[src/rtl/dmux1t8_8_reg.sv]
// dmux1t8_8_reg: 1-to-8 registered demultiplexer.
// Each output channel has a valid flag and a consume strobe.
// The target channel comes from sel, or from an internal round-robin pointer when auto=1.
module dmux1t8_8_reg #(
  parameter int unsigned W = 8
) (
  input  logic         clk,
  input  logic         rst_n,
  input  logic [W-1:0] x,
  input  logic [2:0]   sel,
  input  logic         auto,
  input  logic         in_valid,
  output logic         in_ready,
  input  logic [7:0]   clr,
  output logic [W-1:0] o0,
  output logic [W-1:0] o1,
  output logic [W-1:0] o2,
  output logic [W-1:0] o3,
  output logic [W-1:0] o4,
  output logic [W-1:0] o5,
  output logic [W-1:0] o6,
  output logic [W-1:0] o7,
  output logic [7:0]   vld,
  output logic [2:0]   ptr,
  output logic         full
);

  logic [7:0][W-1:0] data_q, data_d;
  logic [7:0]        vld_q, vld_d;
  logic [2:0]        ptr_q, ptr_d;
  logic [2:0]        target;
  logic              accept;

  // Pick the target channel and decide whether it can take a word this cycle.
  always_comb begin
    target   = auto ? ptr_q : sel;
    in_ready = ~vld_q[target] | clr[target];
    accept   = in_valid & in_ready;
  end

  // Next state: clears apply first, and an accept then overrides the target channel's valid flag.
  always_comb begin
    data_d = data_q;
    vld_d  = vld_q & ~clr;
    ptr_d  = ptr_q;
    if (accept) begin
      data_d[target] = x;
      vld_d[target]  = 1'b1;
      if (auto) begin
        ptr_d = ptr_q + 3'd1;
      end
    end
  end

  // State registers with asynchronous active-low reset.
  always_ff @(posedge clk or negedge rst_n) begin
    if (!rst_n) begin
      data_q <= '0;
      vld_q  <= '0;
      ptr_q  <= '0;
    end else begin
      data_q <= data_d;
      vld_q  <= vld_d;
      ptr_q  <= ptr_d;
    end
  end

  assign o0   = data_q[0];
  assign o1   = data_q[1];
  assign o2   = data_q[2];
  assign o3   = data_q[3];
  assign o4   = data_q[4];
  assign o5   = data_q[5];
  assign o6   = data_q[6];
  assign o7   = data_q[7];
  assign vld  = vld_q;
  assign ptr  = ptr_q;
  assign full = &vld_q;

endmodule

[config.mk]
export PLATFORM = sky130hd
export DESIGN_NAME = dmux1t8_8_reg
export DESIGN_NICKNAME = d
export VERILOG_FILES = /design/src/rtl/dmux1t8_8_reg.sv
export SDC_FILE = /design/constraint.sdc
export NUM_CORES = 1
export LEC_CHECK = 0
export ABC_AREA = 1
export BUFFER_PORTS_ARGS = -buffer_cell sky130_fd_sc_hd__buf_4
export CORE_ASPECT_RATIO = 1.1
export CORE_UTILIZATION = 37
export CTS_BUF_LIST = sky130_fd_sc_hd__clkbuf_4
export DETAILED_ROUTE_END_ITERATION = 8
export GPL_TIMING_DRIVEN = 1
export HOLD_SLACK_MARGIN = 0.08
export PLACE_DENSITY_LB_ADDON = 0.1
export SYNTH_ARGS = -nofsm -noshare
export SYNTH_HDL_FRONTEND = slang
export SYNTH_SLANG_ARGS = --single-unit
[constraint.sdc]
create_clock -name clk -period 2.3 [get_ports clk]
set_input_delay 0.345 -clock clk [delete_from_list [all_inputs] [get_ports clk]]
set_output_delay 0.345 -clock clk [all_outputs]
set_load 0.1 [all_outputs]
* Word-level counts from Yosys, hierarchy flattened
Cells that the tools add are included.
** Word-level totals
- Output and inout port bits :: 77
- Logic and storage cells :: 33
- Flip-flop bits (word level) :: 75
- Bits of input ports :: 23
** Operators by class
- Order comparisons :: 2
- Add/subtract/negate cells :: 1
- Bitwise operators :: 6
- Reduce and logical (&&, ||, !) cells :: 3
- Muxes and demuxes :: 11
** Operators by type and width (number)
- 64-bit bitwise mux :: 1
- 8-bit demux with 3-bit select :: 1
- 8-bit two-way mux :: 2
- 8-bit bitwise AND :: 1
- 8-bit inverter :: 1
- 8-bit OR :: 1
- 8-bit AND reduction :: 1
- 1-bit binary-select mux with 3-bit select :: 2
- 3-bit by 4-bit less-than comparator with 1-bit output (second input constant) :: 1
- 3-bit by 1-bit adder with 3-bit output (second input constant) :: 1
- 1-bit demux with 3-bit select :: 1
- 3-bit by 1-bit >= comparator with 1-bit output (second input constant) :: 1
- 1-bit two-way mux :: 3
- 3-bit two-way mux :: 1
- 2-bit AND reduction :: 1
- 1-bit bitwise AND :: 1
- 1-bit logical AND :: 1
- 1-bit inverter :: 1
- 1-bit OR :: 1

* Longest topological paths before layout
Gate-level depths: netlist (run 1).
- Word-level depth :: 7
- Depth in mapped cells :: 14
- Gate-level depth less buffers :: 12

* Least setup slack after synthesis (run 1)
OpenSTA, ideal clock, no wires.
- Path kind :: flip-flop to output port
- Start :: reg vld_q[0] (netlist: vld[0])
- End :: out full
- Buffers on the path :: 0
- Setup slack :: -442 ps
- Arrival :: 2397 ps
- Stages on the path, launching flop included :: 3
- Data required time :: 1955 ps
- Cells stage by stage :: dfrtp_1 > nand4_1 > nor2_1
** Between the ends
- Word-level cells in the longest chain between the ends :: 1
** RTL lines
- start: declaration :: line 29 : logic [7:0] vld_q, vld_d;
- start signal: assignment :: line 63 : vld_q <= vld_d;
- 8-bit AND reduction :: line 78 : assign full = &vld_q;
- end: declaration :: line 25 : output logic full
No other way between the ends.

* Worst setup path after layout (run 1)
- Start :: reg ptr_q[0] (netlist: ptr[0])
- End :: out in_ready
** Between the ends
- Word-level cells in the longest chain between the ends :: 5
- Elaborated cells between the ends (all ways) :: 7
- Classes of those cells :: 5 x mux; 2 x bitwise
** RTL lines
- start: declaration :: line 30 : logic [2:0] ptr_q, ptr_d;
- start signal: assignment :: line 64 : ptr_q <= ptr_d;
- 3-bit two-way mux (*) :: line 36 : target = auto ? ptr_q : sel;
- 1-bit binary-select mux with 3-bit select :: line 37 : in_ready = ~vld_q[target] | clr[target];
- 1-bit two-way mux (not written as such) :: line 37
- 1-bit inverter :: line 37
- 1-bit OR (*) :: line 37
- end: declaration :: line 13 : output logic in_ready,
Mark *: on every way between the ends. The rest lies on a longest branch, timed or not. The select of a mux whose other input is x is not followed.

==> insert_results.sql, run 1 <==
INSERT INTO impl_metrics (metric_group, metric, value, unit) VALUES
('global_routing', 'gr-total-overflow', '0', ''),
('placement', 'placed_cells', '617', ''),
('cts', 'clk_root_buffer_cell', 'sky130_fd_sc_hd__clkbuf_4', ''),
('yosys', 'synthTopCellsByArea', 'sky130_fd_sc_hd__dfrtp_1 53%, sky130_fd_sc_hd__nand2_1 18%, sky130_fd_sc_hd__nand4_1 12%, sky130_fd_sc_hd__nand3_4 3.4%, sky130_fd_sc_hd__inv_1 2.8%', ''),
('cells_and_area', 'final.fill_count', '910', ''),
('yosys', 'synth.top_cell.area_share', '52.59', '%'),
('sta', 'fin_setup_tns', '0', 'ns'),
('yosys', 'ys_ff_latch', '75', ''),
('routing', 'detailed_route_wire_length', '10.11', 'mm'),
('die', 'core_area', '9351', 'µm²'),
('yosys', 'post_synth_num_cell_types', '22', ''),
('die', 'vertical_extent_of_the_die', '105', 'µm'),
('sta', 'finalClockSkew', '0.01161', 'ns'),
('placement', 'port-buffer-count', '99', ''),
('sta', 'timing.final.max_slew_violations', '0', ''),
('global_routing', 'number_of_global_route_vias_before_repair', '3090', ''),
('setup_path', 'crit_chain', 'inv_1, nand2_2, nand2_4, nand2_1, nand3_1, nand2_1, nor2_2, nand2_4, buf_12', ''),
('routing', 'wire_per_inst', '15.62', 'µm'),
('setup_path', 'critPathArrivalTime', '1.83', 'ns'),
('cells_and_area', 'finalNetCount', '549', ''),
('setup_path', 'worstReg2RegStart', 'ptr[0]', ''),
('routing', 'final_antenna_net_count', '0', ''),
('setup_path', 'critPathKind', 'reg -> out', ''),
('cts', 'tritoncts', 'yes', ''),
('yosys', 'edff_count_synth', '0', ''),
('yosys', 'synthFlopType', 'sky130_fd_sc_hd__dfrtp_1', ''),
('min_path', 'timing.hold.worst.class', 'in -> reg', ''),
('status', 'status', 'complete, no violations', ''),
('yosys', 'synthArstFlopShare', '100.0', '%'),
('setup_path', 'endpoint_kind', 'output port', ''),
('routing', 'vias_per_cell', '5.019', ''),
('sta', 'finalSetupViolations', '0', ''),
('setup_path', 'timing.critical_path.fanout_max', '9', ''),
('yosys', 'syn_area', '3568', 'µm²'),
('yosys', 'syn-instance-count', '416', ''),
('yosys', 'synth-warning-count', '0', ''),
('yosys', 'synth.most_common_cell', 'sky130_fd_sc_hd__nand2_1', ''),
('sta', 'fin_crit_sh', '94.36', '%'),
('setup_path', 'crit_path_start', 'ptr[0]', ''),
('cells_and_area', 'postLayoutCoreUtil', '50.09', '%'),
('placement', 'globalplace.congestion', '0.8373', ''),
('setup_path', 'crit_required', '1.96', 'ns'),
('yosys', 'ys_top_cells_by_count', '168 x sky130_fd_sc_hd__nand2_1, 75 x sky130_fd_sc_hd__dfrtp_1, 69 x sky130_fd_sc_hd__nand4_1', ''),
('global_routing', 'grt_antenna_before_repair', '0', ''),
('placement', 'detailedPlacementHpwl', '6.949', 'mm'),
('cts', 'clk-insertion-delay-late', '0.42', 'ns'),
('routing', 'drt_iter0_markers', '260', ''),
('setup_path', 'critPathTopFamily', 'simple AND/OR/NAND/NOR gates', ''),
('setup_path', 'crit_path_start_kind', 'flop', ''),
('die', 'starting_density', '38.16', '%'),
('cts', 'cts_buffer_depth', '2', ''),
('cells_and_area', 'area.sequential', '1881', 'µm²'),
('cells_and_area', 'area_delta_synth_final', '31.28', '%'),
('routing', 'vias', '3247', ''),
('yosys', 'mappedNetlistNets', '440', ''),
('die', 'rows', '37', ''),
('global_routing', 'track_usage', '20.85', '%'),
('global_routing', 'grt_pass1_wl', '15.84', 'mm'),
('setup_path', 'critical_path.slowest_cell', 'sky130_fd_sc_hd__dfrtp_2', ''),
('cts', 'tritoncts_num_sinks', '75', ''),
('yosys', 'syn-mean-instance-area', '8.578', 'µm²'),
('cells_and_area', 'final_cells', '647', ''),
('sta', 'max_slew_headroom', '62.18', '%'),
('setup_path', 'critPathBufInv', '2', ''),
('cts', 'h-tree-depth', '3', ''),
('sta', 'timing_hold_violations_final', '0', ''),
('sta', 'min_period', '2.170', 'ns'),
('die', 'floorplan.die.width', '95.64', 'µm'),
('routing', 'drtPass1Iterations', '4', ''),
('run', 'drv_cap', '0', ''),
('sta', 'timing_worst_slew_pin_value', '0.5673', 'ns');
==> logic make-up (layout without fill, tap and decap cells) <==
| group | Yosys count | count (layout) | share of synthesized area, % |
|---|---|---|---|
| xor+xnor | 1 | 1 | 0.2455 |
| compound gates | 8 | 8 | 1.122 |
| buf+inv | 57 | 170 | 8.205 |
| fa+ha+maj | 1 | 1 | 0.3506 |
| flops | 75 | 75 | 52.59 |
| simple gates | 274 | 275 | 37.48 |
==> repair_timing <==
item / in CTS / in global routing
hold buffers: 4 / 0
cloned: 0 / 1
pin swaps: 1 / 3
resized for setup: 5 / 9
buffers inserted: 0 / 9
hold endpoints to repair: 39 / 0
endpoints found under the setup margin: 1 / 1
==> per-layer routing <==
| layer | track usage, % | up-vias | wire length [µm] | part of all wire [%] |
|---|---|---|---|---|
| met5 | 0 | - | 0 | 0 |
| met4 | 9.808 | 0 | 137 | 1.4 |
| met3 | 3.712 | 12 | 643 | 6.4 |
| met2 | 28.98 | 113 | 4525 | 45 |
| met1 | 30.98 | 1520 | 4798 | 47 |
| li1 | - | 1602 | - | - |
==> cells in the final DEF, fill, tap and decap left out <==
| cell | netlist | final |
|---|---|---|
| sky130_fd_sc_hd__nand3_4 | 7 | 7 |
| sky130_fd_sc_hd__buf_12 | 1 | 4 |
| sky130_fd_sc_hd__clkinv_2 | 0 | 3 |
| sky130_fd_sc_hd__nor2_2 | 1 | 3 |
| sky130_fd_sc_hd__nand2_2 | 5 | 6 |
| sky130_fd_sc_hd__dfrtp_1 | 75 | 72 |
| sky130_fd_sc_hd__nand3_2 | 1 | 1 |
| sky130_fd_sc_hd__nor2_4 | 0 | 3 |
| sky130_fd_sc_hd__clkbuf_4 | 0 | 9 |
| sky130_fd_sc_hd__clkinv_4 | 0 | 1 |
| sky130_fd_sc_hd__clkinv_1 | 2 | 5 |
| sky130_fd_sc_hd__o21ai_0 | 8 | 8 |
| sky130_fd_sc_hd__xor2_1 | 1 | 1 |
| sky130_fd_sc_hd__ha_1 | 1 | 1 |
| sky130_fd_sc_hd__dfrtp_2 | 0 | 3 |
| sky130_fd_sc_hd__nand3_1 | 9 | 9 |
| sky130_fd_sc_hd__nor2_1 | 13 | 8 |
| sky130_fd_sc_hd__inv_1 | 27 | 27 |
| sky130_fd_sc_hd__buf_4 | 1 | 117 |
| sky130_fd_sc_hd__nand4_1 | 69 | 69 |
| sky130_fd_sc_hd__nand2_4 | 1 | 3 |
| sky130_fd_sc_hd__nand2_1 | 168 | 166 |
| sky130_fd_sc_hd__dlygate4sd3_1 | 0 | 4 |
==> stage by stage <==
stage                     setup slack (ns)  instance area, µm²  hold WS (ns)
after global placement              0.2197                4415        0.3520
after detailed placement            0.1870                4415        0.3529
final                               0.1297                4684        0.1055
after floorplan                   -0.02253                3575       0.04941
after global routing             -0.003574                4684       0.08986
after CTS                         0.008117                4576       0.08249
==> state kept, by name, summed over array words and instances, names as in the netlist <==
| register | cells |
|---|---|
| o0 | 8 |
| o1 | 8 |
| o2 | 8 |
| o3 | 8 |
| o4 | 8 |
| o5 | 8 |
| o6 | 8 |
| o7 | 8 |
| ptr | 3 |
| vld | 8 |
==> area by class of cell <==
class	instances	share of cell area [%]
repair buffers	125	21.31
clock inverters	7	0.7479
well taps	117	3.125
inverters	29	2.324
flip-flops and latches	75	40.14
clock buffers	9	1.442
multi-input cells	285	30.90
==> worst paths after layout <==
check	to	slack [ns]	cells past startpoint
hold reg to reg	o7[1]	0.49	2
max in group asynchronous	o0[0]	1.27	3
min in group asynchronous	ptr[0]	0.42	2
hold / removal	vld[0]	0.11	2
setup / recovery	in_ready	0.13	9
setup reg to reg	o6[7]	0.32	14
Power of run 1 is not shown: default switching activity piles up to over one toggle a cycle in this logic, so the estimate is an artifact.
==> run 2, diff against run 1 <==
--- a/config.mk
+++ b/config.mk
@@ -13,6 +13,7 @@
 export DETAILED_ROUTE_END_ITERATION = 8
 export GPL_TIMING_DRIVEN = 1
 export HOLD_SLACK_MARGIN = 0.08
+export MAX_ROUTING_LAYER = met4
 export PLACE_DENSITY_LB_ADDON = 0.1
 export SYNTH_ARGS = -nofsm -noshare
 export SYNTH_HDL_FRONTEND = slang
==> run 2 against run 1 <==
Effect of this change: worst hold slack improved by 0.0078 ns; count of clock-buffer cells in the layout up 1; flip-flop and latch count is the same; clock skew rose by 0.010 ns; setup slack worse by 0.030 ns.
==> insert_results.sql, run 2 (synthesized netlist as in run 1, its figures left out) <==
INSERT INTO impl_metrics (metric_group, metric, value, unit) VALUES
('cts', 'tritoncts', 'yes', ''),
('global_routing', 'grt_start_max_net_pins', '57', ''),
('global_routing', 'number_of_global_route_vias_before_repair', '3096', ''),
('cts', 'cts-buffers-inserted', '9', ''),
('die', 'ios', '100', ''),
('sta', 'fin_crit_sh', '95.66', '%'),
('cells_and_area', 'final_cells', '647', ''),
('routing', 'drt_iter0_markers', '230', ''),
('sta', 'fmax', '454.5', 'MHz'),
('setup_path', 'endpoint_kind', 'output port', ''),
('placement', 'port-buffer-count', '99', ''),
('die', 'vertical_extent_of_the_die', '105', 'µm'),
('die', 'design.die.area', '10040', 'µm²'),
('cts', 'h-tree-depth', '3', ''),
('setup_path', 'crit_path_start_kind', 'flop', ''),
('sta', 'timing_worst_slew_pin_value', '0.6784', 'ns'),
('setup_path', 'crit_required', '1.96', 'ns'),
('routing', 'vias', '3277', ''),
('sta', 'final_critical_path_setup_slack', '0.09985', 'ns'),
('min_path', 'min_delay_path_depth', '2', ''),
('cells_and_area', 'drive_gt1_share', '30.19', '%'),
('cells_and_area', 'area_delta_synth_final', '33.59', '%'),
('status', 'status', 'complete, no violations', ''),
('cts', 'cts_buffer_depth', '2', ''),
('placement', 'detailedPlacementHpwl', '6.960', 'mm'),
('sta', 'max_slew_headroom', '54.77', '%'),
('sta', 'min_period', '2.200', 'ns'),
('placement', 'pre_cts_ws', '0.1849', 'ns'),
('routing', 'detail_route.drc_violations', '0', ''),
('setup_path', 'critPathArrivalTime', '1.86', 'ns'),
('die', 'starting_density', '38.16', '%'),
('sta', 'timing_hold_violations_final', '0', ''),
('sta', 'finalClockSkew', '0.02185', 'ns'),
('cts', 'clk_pin_slew', '0.13', 'ns'),
('routing', 'wire_per_inst', '15.61', 'µm'),
('sta', 'finalSetupViolations', '0', ''),
('min_path', 'timing.hold.worst.class', 'in -> reg', ''),
('die', 'core_area', '9351', 'µm²'),
('cells_and_area', 'postLayoutCoreUtil', '50.98', '%'),
('cts', 'clk-insertion-delay-late', '0.44', 'ns'),
('cells_and_area', 'finalNetCount', '549', ''),
('cells_and_area', 'final_cell_mix', '165 x sky130_fd_sc_hd__nand2_1, 115 x sky130_fd_sc_hd__buf_4, 72 x sky130_fd_sc_hd__dfrtp_1', ''),
('placement', 'placed_cells', '616', ''),
('setup_path', 'worst_setup_slack_for_register_to_register_paths', '0.24', 'ns'),
('cells_and_area', 'n_antenna_cell', '0', ''),
('routing', 'detailed_route_wire_length', '10.10', 'mm'),
('die', 'rows', '37', ''),
('global_routing', 'grt_pass1_wl', '15.88', 'mm'),
('global_routing', 'gr-total-overflow', '0', ''),
('global_routing', 'track_usage', '21.75', '%'),
('cells_and_area', 'final.fill_count', '904', ''),
('cells_and_area', 'mostFrequentLayoutCell', 'sky130_fd_sc_hd__nand2_1', ''),
('setup_path', 'critPathKind', 'reg -> out', ''),
('placement', 'globalplace.congestion', '0.8271', ''),
('setup_path', 'r2r.worst_path.cells', '13', ''),
('routing', 'vias_per_cell', '5.065', ''),
('setup_path', 'timing.critical_path.fanout_max', '5', ''),
('die', 'floorplan.die.width', '95.64', 'µm'),
('run', 'drv_cap', '0', ''),
('cts', 'clk_root_buffer_cell', 'sky130_fd_sc_hd__clkbuf_4', ''),
('routing', 'drtPass1Iterations', '5', ''),
('sta', 'timing.final.max_slew_violations', '0', ''),
('global_routing', 'grt_antenna_before_repair', '0', ''),
('cts', 'tritoncts_num_sinks', '75', ''),
('routing', 'final_antenna_net_count', '0', '');
[run 2: final timing paths]
path                        start  endpoint
setup reg to reg           ptr[2]     o6[2]
hold reg to reg             o2[1]     o2[1]
min in group asynchronous   rst_n     o6[1]
setup / recovery           ptr[2]  in_ready
max in group asynchronous   rst_n     o0[4]
hold / removal             clr[6]    vld[6]
[run 2: cell type report]
type	instances	area (µm²)	area share (%)
clock buffer	10	75.07	1.575
clock inverter	6	80.08	1.680
inverter	29	108.9	2.283
multi-input combinational	284	1463	30.68
sequential	75	1881	39.45
tap	117	146.4	3.071
timing repair buffer	126	1013	21.26
[run 2: metrics by stage]
step | hold slack [ns] | setup TNS, ns | cell area [µm²]
after detailed placement | 0.3516 | 0 | 4408
after global placement | 0.3486 | 0 | 4408
final | 0.1134 | 0 | 4767
after floorplan | 0.04941 | -0.02253 | 3575
after CTS | 0.08464 | 0 | 4651
after global routing | 0.1014 | -0.03407 | 4767
[run 2: layer usage]
layer	part of all wire, %	vias to the layer above	track usage [%]	routed length [µm]
met2	46	110	30.71	4615
li1	-	1605	-	-
met5	0	-	-	0
met1	46	1541	30.42	4690
met3	5.9	21	3.639	597
met4	1.9	0	9.701	196
[run 2: timing repair]
action,4_1_cts,5_1_grt
hold buffers,7,0
resized for setup,5,13
pin swaps,0,8
endpoints found under the hold margin,42,0
endpoints found under the setup margin,1,1
buffers inserted,0,8
[run 2: critical path, cell delays in order, from the launching register on]
cell	delay, ns
sky130_fd_sc_hd__dfrtp_2	0.46
sky130_fd_sc_hd__nand2_1	0.11
sky130_fd_sc_hd__nand2_2	0.11
sky130_fd_sc_hd__nor2_4	0.15
sky130_fd_sc_hd__nand3_1	0.10
sky130_fd_sc_hd__nand2_1	0.08
sky130_fd_sc_hd__clkinv_1	0.07
sky130_fd_sc_hd__nand2_2	0.11
sky130_fd_sc_hd__nand2_8	0.07
sky130_fd_sc_hd__buf_12	0.17
Power of run 2 is left out for the same reason.
